`src/rtl/mips_alu_pkg.sv`:
```
// Shared ALU control encodings and the MULT/MULTU sequencer state encoding.
package mips_alu_pkg;

  localparam logic [3:0] ALU_AND = 4'b0000;
  localparam logic [3:0] ALU_OR  = 4'b0001;
  localparam logic [3:0] ALU_ADD = 4'b0010;
  localparam logic [3:0] ALU_SUB = 4'b0110;
  localparam logic [3:0] ALU_SLT = 4'b0111;
  localparam logic [3:0] ALU_XOR = 4'b1100;

  typedef enum logic [2:0] {
    S_IDLE       = 3'd0,
    S_NEG_A      = 3'd1,
    S_NEG_B      = 3'd2,
    S_ITER       = 3'd3,
    S_NEG_LO     = 3'd4,
    S_NEG_HI_INV = 3'd5,
    S_NEG_HI_INC = 3'd6,
    S_DONE       = 3'd7
  } mul_state_t;

endpackage

```
`src/rtl/alu_mul_seq.sv`:
```
// Multi-cycle MULT/MULTU sequencer: shift-add through the shared EX-stage ALU,
// with sign fix-up of operands and the 64-bit HI/LO result done as ALU ops.
module alu_mul_seq
  import mips_alu_pkg::*;
#(
  parameter int unsigned XLEN  = 32,
  parameter int unsigned CNT_W = 5
) (
  input  logic            clk,
  input  logic            rst_n,
  input  logic            start,
  input  logic            flush,
  input  logic            op_signed,
  input  logic [XLEN-1:0] op_a,
  input  logic [XLEN-1:0] op_b,
  output logic            busy,
  output logic            done,
  output logic [XLEN-1:0] hi,
  output logic [XLEN-1:0] lo,
  output logic            alu_sel,
  output logic [XLEN-1:0] alu_a,
  output logic [XLEN-1:0] alu_b,
  output logic [3:0]      alu_ctrl,
  input  logic [XLEN-1:0] alu_out,
  input  logic            alu_ovf,
  input  logic            alu_zero
);

  mul_state_t        state_q, state_d;
  logic [XLEN-1:0]   a_q, a_d;
  logic [XLEN-1:0]   hi_q, hi_d;
  logic [XLEN-1:0]   lo_q, lo_d;
  logic [CNT_W-1:0]  cnt_q, cnt_d;
  logic              neg_res_q, neg_res_d;
  logic              neg_b_q, neg_b_d;
  logic              lo_zero_q, lo_zero_d;

  always_ff @(posedge clk or negedge rst_n) begin
    if (!rst_n) begin
      state_q   <= S_IDLE;
      a_q       <= '0;
      hi_q      <= '0;
      lo_q      <= '0;
      cnt_q     <= '0;
      neg_res_q <= 1'b0;
      neg_b_q   <= 1'b0;
      lo_zero_q <= 1'b0;
    end else begin
      state_q   <= state_d;
      a_q       <= a_d;
      hi_q      <= hi_d;
      lo_q      <= lo_d;
      cnt_q     <= cnt_d;
      neg_res_q <= neg_res_d;
      neg_b_q   <= neg_b_d;
      lo_zero_q <= lo_zero_d;
    end
  end

  // Next state, datapath updates and ALU drive; ALU ports idle at zero unless owned.
  always_comb begin
    state_d   = state_q;
    a_d       = a_q;
    hi_d      = hi_q;
    lo_d      = lo_q;
    cnt_d     = cnt_q;
    neg_res_d = neg_res_q;
    neg_b_d   = neg_b_q;
    lo_zero_d = lo_zero_q;
    alu_sel   = 1'b0;
    alu_a     = '0;
    alu_b     = '0;
    alu_ctrl  = ALU_AND;

    case (state_q)
      S_IDLE: begin
        if (start) begin
          a_d       = op_a;
          lo_d      = op_b;
          hi_d      = '0;
          cnt_d     = '0;
          neg_res_d = op_signed & (op_a[XLEN-1] ^ op_b[XLEN-1]);
          neg_b_d   = op_signed & op_b[XLEN-1];
          if (op_signed && op_a[XLEN-1])      state_d = S_NEG_A;
          else if (op_signed && op_b[XLEN-1]) state_d = S_NEG_B;
          else                                state_d = S_ITER;
        end
      end
      S_NEG_A: begin
        alu_sel  = 1'b1;
        alu_b    = a_q;
        alu_ctrl = ALU_SUB;
        a_d      = alu_out;
        state_d  = neg_b_q ? S_NEG_B : S_ITER;
      end
      S_NEG_B: begin
        alu_sel  = 1'b1;
        alu_b    = lo_q;
        alu_ctrl = ALU_SUB;
        lo_d     = alu_out;
        state_d  = S_ITER;
      end
      S_ITER: begin
        // Carry into HI comes only from the ALU's carry-out.
        alu_sel      = 1'b1;
        alu_a        = hi_q;
        alu_b        = lo_q[0] ? a_q : '0;
        alu_ctrl     = ALU_ADD;
        {hi_d, lo_d} = {alu_ovf, alu_out, lo_q[XLEN-1:1]};
        cnt_d        = cnt_q + CNT_W'(1);
        if (cnt_q == CNT_W'(XLEN - 1)) state_d = neg_res_q ? S_NEG_LO : S_DONE;
      end
      S_NEG_LO: begin
        alu_sel   = 1'b1;
        alu_b     = lo_q;
        alu_ctrl  = ALU_SUB;
        lo_d      = alu_out;
        lo_zero_d = alu_zero;
        state_d   = S_NEG_HI_INV;
      end
      S_NEG_HI_INV: begin
        // Borrow from LO into HI only when negated LO is zero.
        alu_sel  = 1'b1;
        alu_a    = hi_q;
        alu_b    = '1;
        alu_ctrl = ALU_XOR;
        hi_d     = alu_out;
        state_d  = lo_zero_q ? S_NEG_HI_INC : S_DONE;
      end
      S_NEG_HI_INC: begin
        alu_sel  = 1'b1;
        alu_a    = hi_q;
        alu_b    = XLEN'(1);
        alu_ctrl = ALU_ADD;
        hi_d     = alu_out;
        state_d  = S_DONE;
      end
      S_DONE:  state_d = S_IDLE;
      default: state_d = S_IDLE;
    endcase

    if (flush && (state_q != S_IDLE)) state_d = S_IDLE;
  end

  assign busy = (state_q != S_IDLE);
  assign done = (state_q == S_DONE);
  assign hi   = hi_q;
  assign lo   = lo_q;

endmodule

```
`config.mk`:
```
export PLATFORM = sky130hd
export DESIGN_NAME = alu_mul_seq
export DESIGN_NICKNAME = d
export VERILOG_FILES = /design/src/rtl/mips_alu_pkg.sv /design/src/rtl/alu_mul_seq.sv
export SDC_FILE = /design/constraint.sdc
export NUM_CORES = 1
export LEC_CHECK = 0
export CAP_MARGIN = 20
export CORE_ASPECT_RATIO = 1.5
export CORE_UTILIZATION = 48
export CTS_CLUSTER_SIZE = 28
export DETAILED_ROUTE_END_ITERATION = 10
export PLACE_DENSITY = 0.93
export SLEW_MARGIN = 10
export SYNTH_ARGS = -nofsm -noshare
export SYNTH_HDL_FRONTEND = slang
export SYNTH_SLANG_ARGS = --single-unit
export TNS_END_PERCENT = 1
```
`constraint.sdc`:
```
create_clock -name clk -period 5.2 [get_ports clk]
set_input_delay 1.3 -clock clk [delete_from_list [all_inputs] [get_ports clk]]
set_output_delay 1.3 -clock clk [all_outputs]
set_load 0.005 [all_outputs]
```
==> results of run 1 <==
==> metal layers <==
metal	GRT usage	wire (µm)
met1	0.405	8250
met2	0.563	11300
met3	0.0502	1710
met4	0.194	1280
met5	0	0
==> power groups by stage <==
| stage | clock network, mW | registers [mW] | logic [mW] |
|---|---|---|---|
| 2_1_floorplan | 0 | 1.45 | 1.68 |
| 3_3_place_gp | 0 | 1.57 | 2.89 |
| 3_5_place_dp | 0 | 1.58 | 2.98 |
| 4_1_cts | 0.793 | 1.57 | 3.00 |
| 5_1_grt | 0.825 | 1.62 | 3.26 |
| 6_report | 0.789 | 1.58 | 3.02 |
==> synthesized netlist by cell type, types with 2 or more instances <==
cell                       count  share of area
sky130_fd_sc_hd__clkbuf_1     41          0.025
sky130_fd_sc_hd__a221oi_1      3         0.0043
sky130_fd_sc_hd__buf_6         4         0.0073
sky130_fd_sc_hd__nor3_1        2         0.0016
sky130_fd_sc_hd__dfrtp_1     107           0.43
sky130_fd_sc_hd__ha_1          2         0.0041
sky130_fd_sc_hd__inv_1         2         0.0012
sky130_fd_sc_hd__mux2_2        2         0.0036
sky130_fd_sc_hd__o21ai_0      65          0.053
sky130_fd_sc_hd__buf_2        18          0.015
sky130_fd_sc_hd__a221o_1      63           0.10
sky130_fd_sc_hd__and3_1        3         0.0030
sky130_fd_sc_hd__nand3_1       2         0.0016
sky130_fd_sc_hd__a21oi_1      13          0.011
sky130_fd_sc_hd__a22oi_1      33          0.040
sky130_fd_sc_hd__and2_1       33          0.033
sky130_fd_sc_hd__a31oi_1      30          0.030
sky130_fd_sc_hd__nand2_1      11         0.0067
sky130_fd_sc_hd__nand2b_1      2         0.0020
sky130_fd_sc_hd__o22ai_1      64          0.065
sky130_fd_sc_hd__nor2_1       81          0.049
sky130_fd_sc_hd__nor2b_1      36          0.036
sky130_fd_sc_hd__a21o_1       30          0.036
sky130_fd_sc_hd__xnor2_1       2         0.0028
sky130_fd_sc_hd__buf_1        10         0.0061
sky130_fd_sc_hd__o32ai_1       2         0.0028
==> worst min-delay path: cells and delay by family, from the launching register on <==
kind             cells  cell delay (ns)
and+or+nand+nor      2             0.12
DFF                  1             0.35
==> cell type report <==
cell class                 count  area, µm²
inverter                       4       15.0
clock buffer                  10        229
sequential                   107       2680
multi-input combinational    494       3180
clock inverter                 6        113
timing repair buffer         253       2490
fill                         931       3610
tap                          156        195
==> flip-flops by register name (all words and copies together) (netlist names) <==
signal	flops
lo_zero_q	1
neg_b_q	1
hi	32
lo	32
a_q	32
cnt_q	5
state_q	3
neg_res_q	1
==> path summary, 6_finish.rpt <==
path / slack [ns] / cells after the start / from / end
max reg2reg: 2.22 / 6 / state_q[0] / lo[22]
max in group asynchronous: 3.57 / 2 / rst_n / a_q[14]
min: 0.51 / 2 / a_q[15] / a_q[15]
min reg2reg: 0.51 / 2 / a_q[15] / a_q[15]
max: 0.80 / 4 / state_q[2] / alu_b[20]
min in group asynchronous: 1.05 / 2 / rst_n / hi[27]
==> stage by stage <==
stage | power, mW | cells | area [µm²] | util | setup WS [ns]
global route | 5.70 | 1030 | 8900 | 0.711 | 0.633
finish | 5.40 | 1030 | 8900 | 0.711 | 0.803
detailed placement | 4.56 | 1014 | 8560 | 0.684 | 1.20
floorplan | 3.13 | 679 | 6170 | - | 2.45
global placement | 4.46 | 1014 | 8560 | 0.684 | 1.29
CTS | 5.37 | 1030 | 8900 | 0.711 | 0.841
==> cell families after synthesis <==
| family | count (synthesis) | synth area share |
|---|---|---|
| compound gates | 311 | 0.357 |
| xor+xnor | 3 | 0.00426 |
| fa+ha+maj | 2 | 0.00405 |
| buf+inv | 78 | 0.0566 |
| flops | 107 | 0.434 |
| mux | 2 | 0.00365 |
| other cells | 1 | 0.000608 |
| simple gates | 175 | 0.140 |
==> results summary, run 1 <==
The flow ran to the end, and the final reports show no timing, DRC or antenna violations. Among all flip-flop cells after synthesis, the most frequent one is sky130_fd_sc_hd__dfrtp_1. The area of the core came out at 12500 µm².

Setup total negative slack on the finished layout was measured at 0 ns. In this run, synthesis produced a sequential element count of 107. The cell count after synthesis came out at 679. In this run, the number of DRC markers left after iteration 0 of detailed routing was 495. The die area is 13300 µm². The H-tree depth is 3. The mean instance size in the synthesized netlist is 9.09 µm².

The tightest min-delay check is of the flip-flop to flip-flop type. The maximum vdd ir drop is 0.000376 V. The average wire per cell in the routed design is 21.8 µm.

Subtracting the final worst setup slack from the clock period gives 4.40 ns. The share of layout cells above drive strength 1 is 0.0549. Counting both buffers and inverters, the worst setup path holds a total of 2.

The count of flip-flops with a built-in enable after synthesis is 0. Setup repair after global routing left no endpoint under its margin. For this run, the register share of the synthesized area comes to 0.434. The analysis attributes to net switching a power of 2.12 mW. Using the TritonRoute via totals, the vias-per-cell ratio works out to 6.60. The total number of vias is 6800. The number of antenna violations at the first check in global routing came out at 0. The estimated wirelength of the detail-placed design came out at 15000 µm. Leaving out fill and tap cells, the most frequent cells in the layout are 235 x sky130_fd_sc_hd__clkdlybuf4s50_1, 106 x sky130_fd_sc_hd__dfrtp_1, 79 x sky130_fd_sc_hd__nor2_1.

The switching share of power came out at 0.392. The width of the die is 94.6 µm. TritonCTS built the clock tree. The share of power burned in combinational logic is 0.560. STA puts the critical path data arrival time at 3.10 ns. The CTS root buffer is sky130_fd_sc_hd__clkbuf_16. The path type of the worst setup path is flip-flop to output port. STA classifies the critical path endpoint as an output port.

The final layout contains routed wiring with a total length of 22500 µm. The largest net degree at the start of global routing came out at 95. The measured slew at the worst slew-check pin is 1.16 ns. The setup-violating endpoint count in the final report is 0.

For this run, the slowest stage of the critical path takes 0.93 ns. For this configuration, the core starts out at a cell density of 0.493. The number of antenna-violating nets in the routed design came out at 0. After detailed routing, the number of remaining DRC violations is 0. Across all hold checks on the routed design, the worst slack comes to 0.505 ns.

The number of warnings reported in the yosys synthesis log came out at 0. The required time of the critical path came out at 3.90 ns. In this run the deepest clock path goes through 2 buffers. The count of distinct cell types in the synthesized netlist is 44. Buffers inserted during clock tree synthesis total 9. The count of cells resized by post-cts repair is 0.

The library cell used most frequently in the layout, excluding fill and tap cells, is sky130_fd_sc_hd__clkdlybuf4s50_1. The clock share of power came out at 0.146. The net count after synthesis is 784. In this run the count of I/O pins placed on the die edge is 238. The highest attainable clock frequency came out at 0.227 GHz. The power per standard cell area came out at 606 nW/µm². The area growth from synthesis to layout is 44.2%.

The remaining global-route overflow is 0. The setup clock skew after layout came out at 0.00787 ns. The synthesized netlist occupies a cell area of 6170 µm². The final-report hold violation count is 0.

The internal power came out at 3.28 mW. The clock latency on the worst-skew pair came out at 0.35 ns. Clock-pin slew was measured on the worst setup and hold paths at 0.07 ns. The share of total power dissipated in sequential elements is 0.294.

The number of iterations in the first detailed-routing pass came out at 5. The first-pass GRT wire length came out at 34400 µm. In the global route stage, overall resource usage came out at 0.336. Among cell families on the critical path, the largest total delay comes from compound AO/OA/AOI/OAI gates.

The worst pin sits at a relative slew slack of 0.226. For this design, the slowest cell found on the critical path is sky130_fd_sc_hd__dfrtp_1. The number of standard-cell rows in the floorplan came out at 50. The via count of the first global-routing pass came out at 6435. The max capacitance violation total came out at 0.

The antenna cell count is 0. The post-CTS setup buffer count came out at 0. The largest fanout on the critical path came out at 31. The die is 141 µm tall. The total count of max-transition violations in the final report came out at 0. The period utilization is 0.846. The number of nets in the final layout came out at 974. For this design, the sink count on the clock tree is 107. In this run, post-CTS hold repair placed 0 buffers. The leakage power summed over all cells came out at 3.56 nW. STA classifies the critical path startpoint as a flip-flop. The final weighted congestion of routability-driven global placement is 0.873. The fraction of registers with async set or reset after synthesis came out at 1.00. The number of buffer cells added on primary ports is 236. Walking the worst path, the cells encountered are clkinv_1 > o211a_1 > a221o_1 > clkdlybuf4s50_1.
No activity file was read; power rests on OpenSTA's default activity.
==> run 2, diff against run 1 <==
--- a/config.mk
+++ b/config.mk
@@ -7,10 +7,10 @@
 export LEC_CHECK = 0
 export CAP_MARGIN = 20
 export CORE_ASPECT_RATIO = 1.5
-export CORE_UTILIZATION = 48
+export CORE_UTILIZATION = 40
 export CTS_CLUSTER_SIZE = 28
 export DETAILED_ROUTE_END_ITERATION = 10
-export PLACE_DENSITY = 0.93
+export PLACE_DENSITY = 0.83
 export SLEW_MARGIN = 10
 export SYNTH_ARGS = -nofsm -noshare
 export SYNTH_HDL_FRONTEND = slang
==> constraint.sdc (replaced) <==
create_clock -name clk -period 4 [get_ports clk]
set_input_delay 1 -clock clk [delete_from_list [all_inputs] [get_ports clk]]
set_output_delay 1 -clock clk [all_outputs]
set_load 0.005 [all_outputs]
==> run 2 against run 1 <==
Net effect: power is 28% higher; sequential cell count stayed put; sequential share of layout area is 0.31 points lower; first-iteration DRC count is 8.5% higher; global-route usage is 5.3 points lower; largest power group unchanged.
==> results summary, run 2 (synthesis results as in run 1) <==
The post-place setup slack is 0.773 ns (-0.425 ns). The hold buffer count at cts came out at 0 (unchanged). The internal power came to 4.19 mW (+28%). In this run the critical register-to-register path is captured at lo[25]. The global-route met3 utilization is 0.0482 (-0.00198). The setup clock skew after layout is 0.00930 ns (+0.00143 ns). The largest fanout on the critical path is 18 (-42%). The setup-violating endpoint count in the final report was 0 (unchanged). The count of cells resized by post-cts repair is 0 (unchanged). The number of antenna-violating nets in the routed design is 0 (unchanged). The arrival time reported for the critical path endpoint is 2.61 ns (-0.49 ns). The number of buffer cells added on primary ports came out at 236 (unchanged). The worst hold path belongs to the class flip-flop to flip-flop. The area growth from synthesis to layout came out at 45.7%. The clock share of power came out at 0.136 (-0.010). The sequential power share came out at 0.296 (+0.002). The total number of vias is 6593 (-3.0%).

The period utilization is 0.902. The clock-pin slew on the worst setup and hold paths came to 0.07 ns (about the same). Traced cell by cell, the critical path runs through nand2_1 > o21ai_2 > buf_4 > and2_1 > clkdlybuf4s50_1.

The width of the die came to 103 µm (+9.3%). The die area came out at 15900 µm² (+20%). The stage delay of the slowest cell on the critical path is 0.75 ns (-0.18 ns). The critical path is of the flip-flop to output port type. The share of layout cells above drive strength 1 is 0.0625 (+0.00758). The count of buffering cells on the critical path with inverters included came to 2 (unchanged). The average wire per cell in the routed design is 20.7 µm (-5.2%). STA classifies the critical path startpoint as a flip-flop.

Leaving out fill and tap cells, the most frequent cell in the layout is sky130_fd_sc_hd__clkdlybuf4s50_1. The run finished with clean final reports. The relative slew slack came out at 0.355 (+0.129).

The top cell types in the final layout, fill and taps aside, are 235 x sky130_fd_sc_hd__clkdlybuf4s50_1, 106 x sky130_fd_sc_hd__dfrtp_1, 79 x sky130_fd_sc_hd__nor2_1. The number of standard-cell rows in the floorplan is 55 (+10%). The area of the multi-input gates came out at 3190 µm² (+0.31%). The final routed wirelength across all metal layers came out at 22400 µm (-0.56%). The worst hold slack is 0.492 ns (-0.0132 ns).

The max capacitance violation total came to 0 (unchanged). The post-detailed-route DRC marker count came out at 0 (unchanged). The required time of the critical path is 3.00 ns (-0.90 ns).

The number of sinks driven by the clock tree came out at 107 (unchanged). The final weighted congestion of routability-driven global placement came to 0.823 (-5.8%). The number of iterations in the first detailed-routing pass was 6 (+1).

The clock tree from TritonCTS is done. The number of antenna violations at the first check in global routing came out at 1 (+1). The final-layout setup total negative slack came out at 0 ns (unchanged).

The switching share of power came out at 0.394 (+0.00189). The length in cells of the worst reg-to-reg path was 6 (unchanged). The count of fill cells added during filler insertion came out at 1276 (+37%). The maximum vdd ir drop came to 0.000472 V (+25%). The switching power of the nets is 2.73 mW (+29%). The total clock buffers created by CTS is 9 (unchanged).

For hold timing, the worst endpoint is neg_res_q. The measured slew at the worst slew-check pin came out at 0.965 ns (-0.197 ns). The effective utilization at floorplan came out at 0.410 (-0.0838).

The highest attainable clock frequency is 0.277 GHz. The number of nets in the final layout is 980 (+0.62%). The clock period minus worst slack came out at 3.61 ns. The H-tree depth came to 3 (unchanged). The kind of cell with the highest combined delay along the critical path is buffers and inverters. The power per standard cell area is 769 nW/µm² (+27%). The die span in y came to 154 µm (+9.4%). The overall fraction of global-route tracks in use came out at 0.283 (-0.0527). The violation count after the first detailed-routing iteration came out at 537 (+8.5%). The count of cells along the worst hold path is 2 (unchanged).

The register-to-register setup slack came out at 1.39 ns (-0.83 ns). The via count of the first global-routing pass was 6356 (-1.2%). The most crowded layer after global routing is met2. The post-CTS setup buffer count came out at 0 (unchanged). Setup repair after global routing left no endpoint under its margin.

The number of I/O pins came out at 238 (unchanged). The final worst-path setup slack came out at 0.393 ns (-0.410 ns). The worst hold path begins at neg_res_q. The leakage power summed over all cells is 3.57 nW (+0.49%). The clock latency on the worst-skew pair is 0.36 ns (about the same). The total count of max-transition violations in the final report came out at 0 (unchanged). The first-pass GRT wire length is 34300 µm (-0.20%). The final-report hold violation count came out at 0 (unchanged). The average vias per placed instance is 6.10 (-7.5%).

The worst register-to-register path begins at state_q[1]. The largest net degree at the start of global routing is 95 (unchanged). The CTS root buffer is sky130_fd_sc_hd__clkbuf_16. The remaining global-route overflow is 0 (unchanged). The routing usage on met2 came out at 0.472 (-0.0912). The routing usage on met1 came out at 0.345 (-0.0598). The area of the core came out at 15100 µm² (+20%). The share of power burned in combinational logic came out at 0.568 (+0.008). On the critical path, the stage with the largest delay is an instance of sky130_fd_sc_hd__dfrtp_1. The worst setup path is captured at an output port. The buffer levels on the longest clock path is 2 (unchanged). The estimated wirelength of the detail-placed design is 15400 µm (+2.5%). The area occupied by registers came to 2680 µm² (unchanged).
## run 2: cell count changes in the layout (fill, tap and decap cells not counted), sizes merged
cell	previous run	this run
diode	0	1
clkinvlp	0	1
bufinv	3	1
buf	18	24
inv	4	5
## run 2: metrics by stage
step / util / power (mW) / instances / instance area (µm²)
CTS: 0.597 / 6.92 / 1079 / 8990
floorplan: - / 4.06 / 679 / 6170
global placement: 0.576 / 5.85 / 1063 / 8680
finish: 0.597 / 6.91 / 1080 / 8990
global route: 0.597 / 7.37 / 1080 / 8990
detailed placement: 0.576 / 5.97 / 1063 / 8680
## run 2: cell type report
class | instances | share of cell area
Tap cell | 199 | 0.0277
Timing Repair Buffer | 259 | 0.283
Antenna cell | 1 | 0.000278
Inverter | 4 | 0.00167
Multi-Input combinational cell | 494 | 0.355
Clock inverter | 6 | 0.00807
Sequential cell | 107 | 0.298
Clock buffer | 10 | 0.0266
## run 2: worst max path at each step
| stage | slack [ns] | startpoint | endpoint | depth (start not counted) |
|---|---|---|---|---|
| after global placement | 0.79 | state_q[1] | alu_b[0] | 5 |
| final | 0.39 | state_q[1] | alu_a[24] | 5 |
| after global routing | 0.25 | state_q[1] | alu_b[0] | 5 |
| after CTS | 0.39 | state_q[1] | alu_b[0] | 5 |
| after floorplan | 1.55 | state_q[2] | alu_a[10] | 7 |
| after detailed placement | 0.77 | state_q[1] | alu_b[0] | 5 |
## run 2: power groups by stage
stage               Sequential (mW)  Combinational (mW)  Clock [mW]
CTS                            2.04                3.93       0.949
finish                         2.05                3.93       0.942
floorplan                      1.88                2.18           0
detailed placement             2.06                3.92           0
global route                   2.11                4.27       0.992
global placement               2.04                3.82           0
## run 2: worst reg2reg max path, cell delays in order, from the launching register on
cell	delay (ns)
sky130_fd_sc_hd__dfrtp_1	0.75
sky130_fd_sc_hd__inv_2	0.08
sky130_fd_sc_hd__buf_4	0.36
sky130_fd_sc_hd__a21oi_2	0.64
sky130_fd_sc_hd__buf_4	0.35
sky130_fd_sc_hd__o21ai_0	0.12
sky130_fd_sc_hd__a31oi_1	0.22
## run 2: metal layers
metal	vias to the layer above	routed length (µm)
li1	2987	-
met1	3251	8660
met2	295	11500
met3	60	1280
met4	0	920
met5	-	0
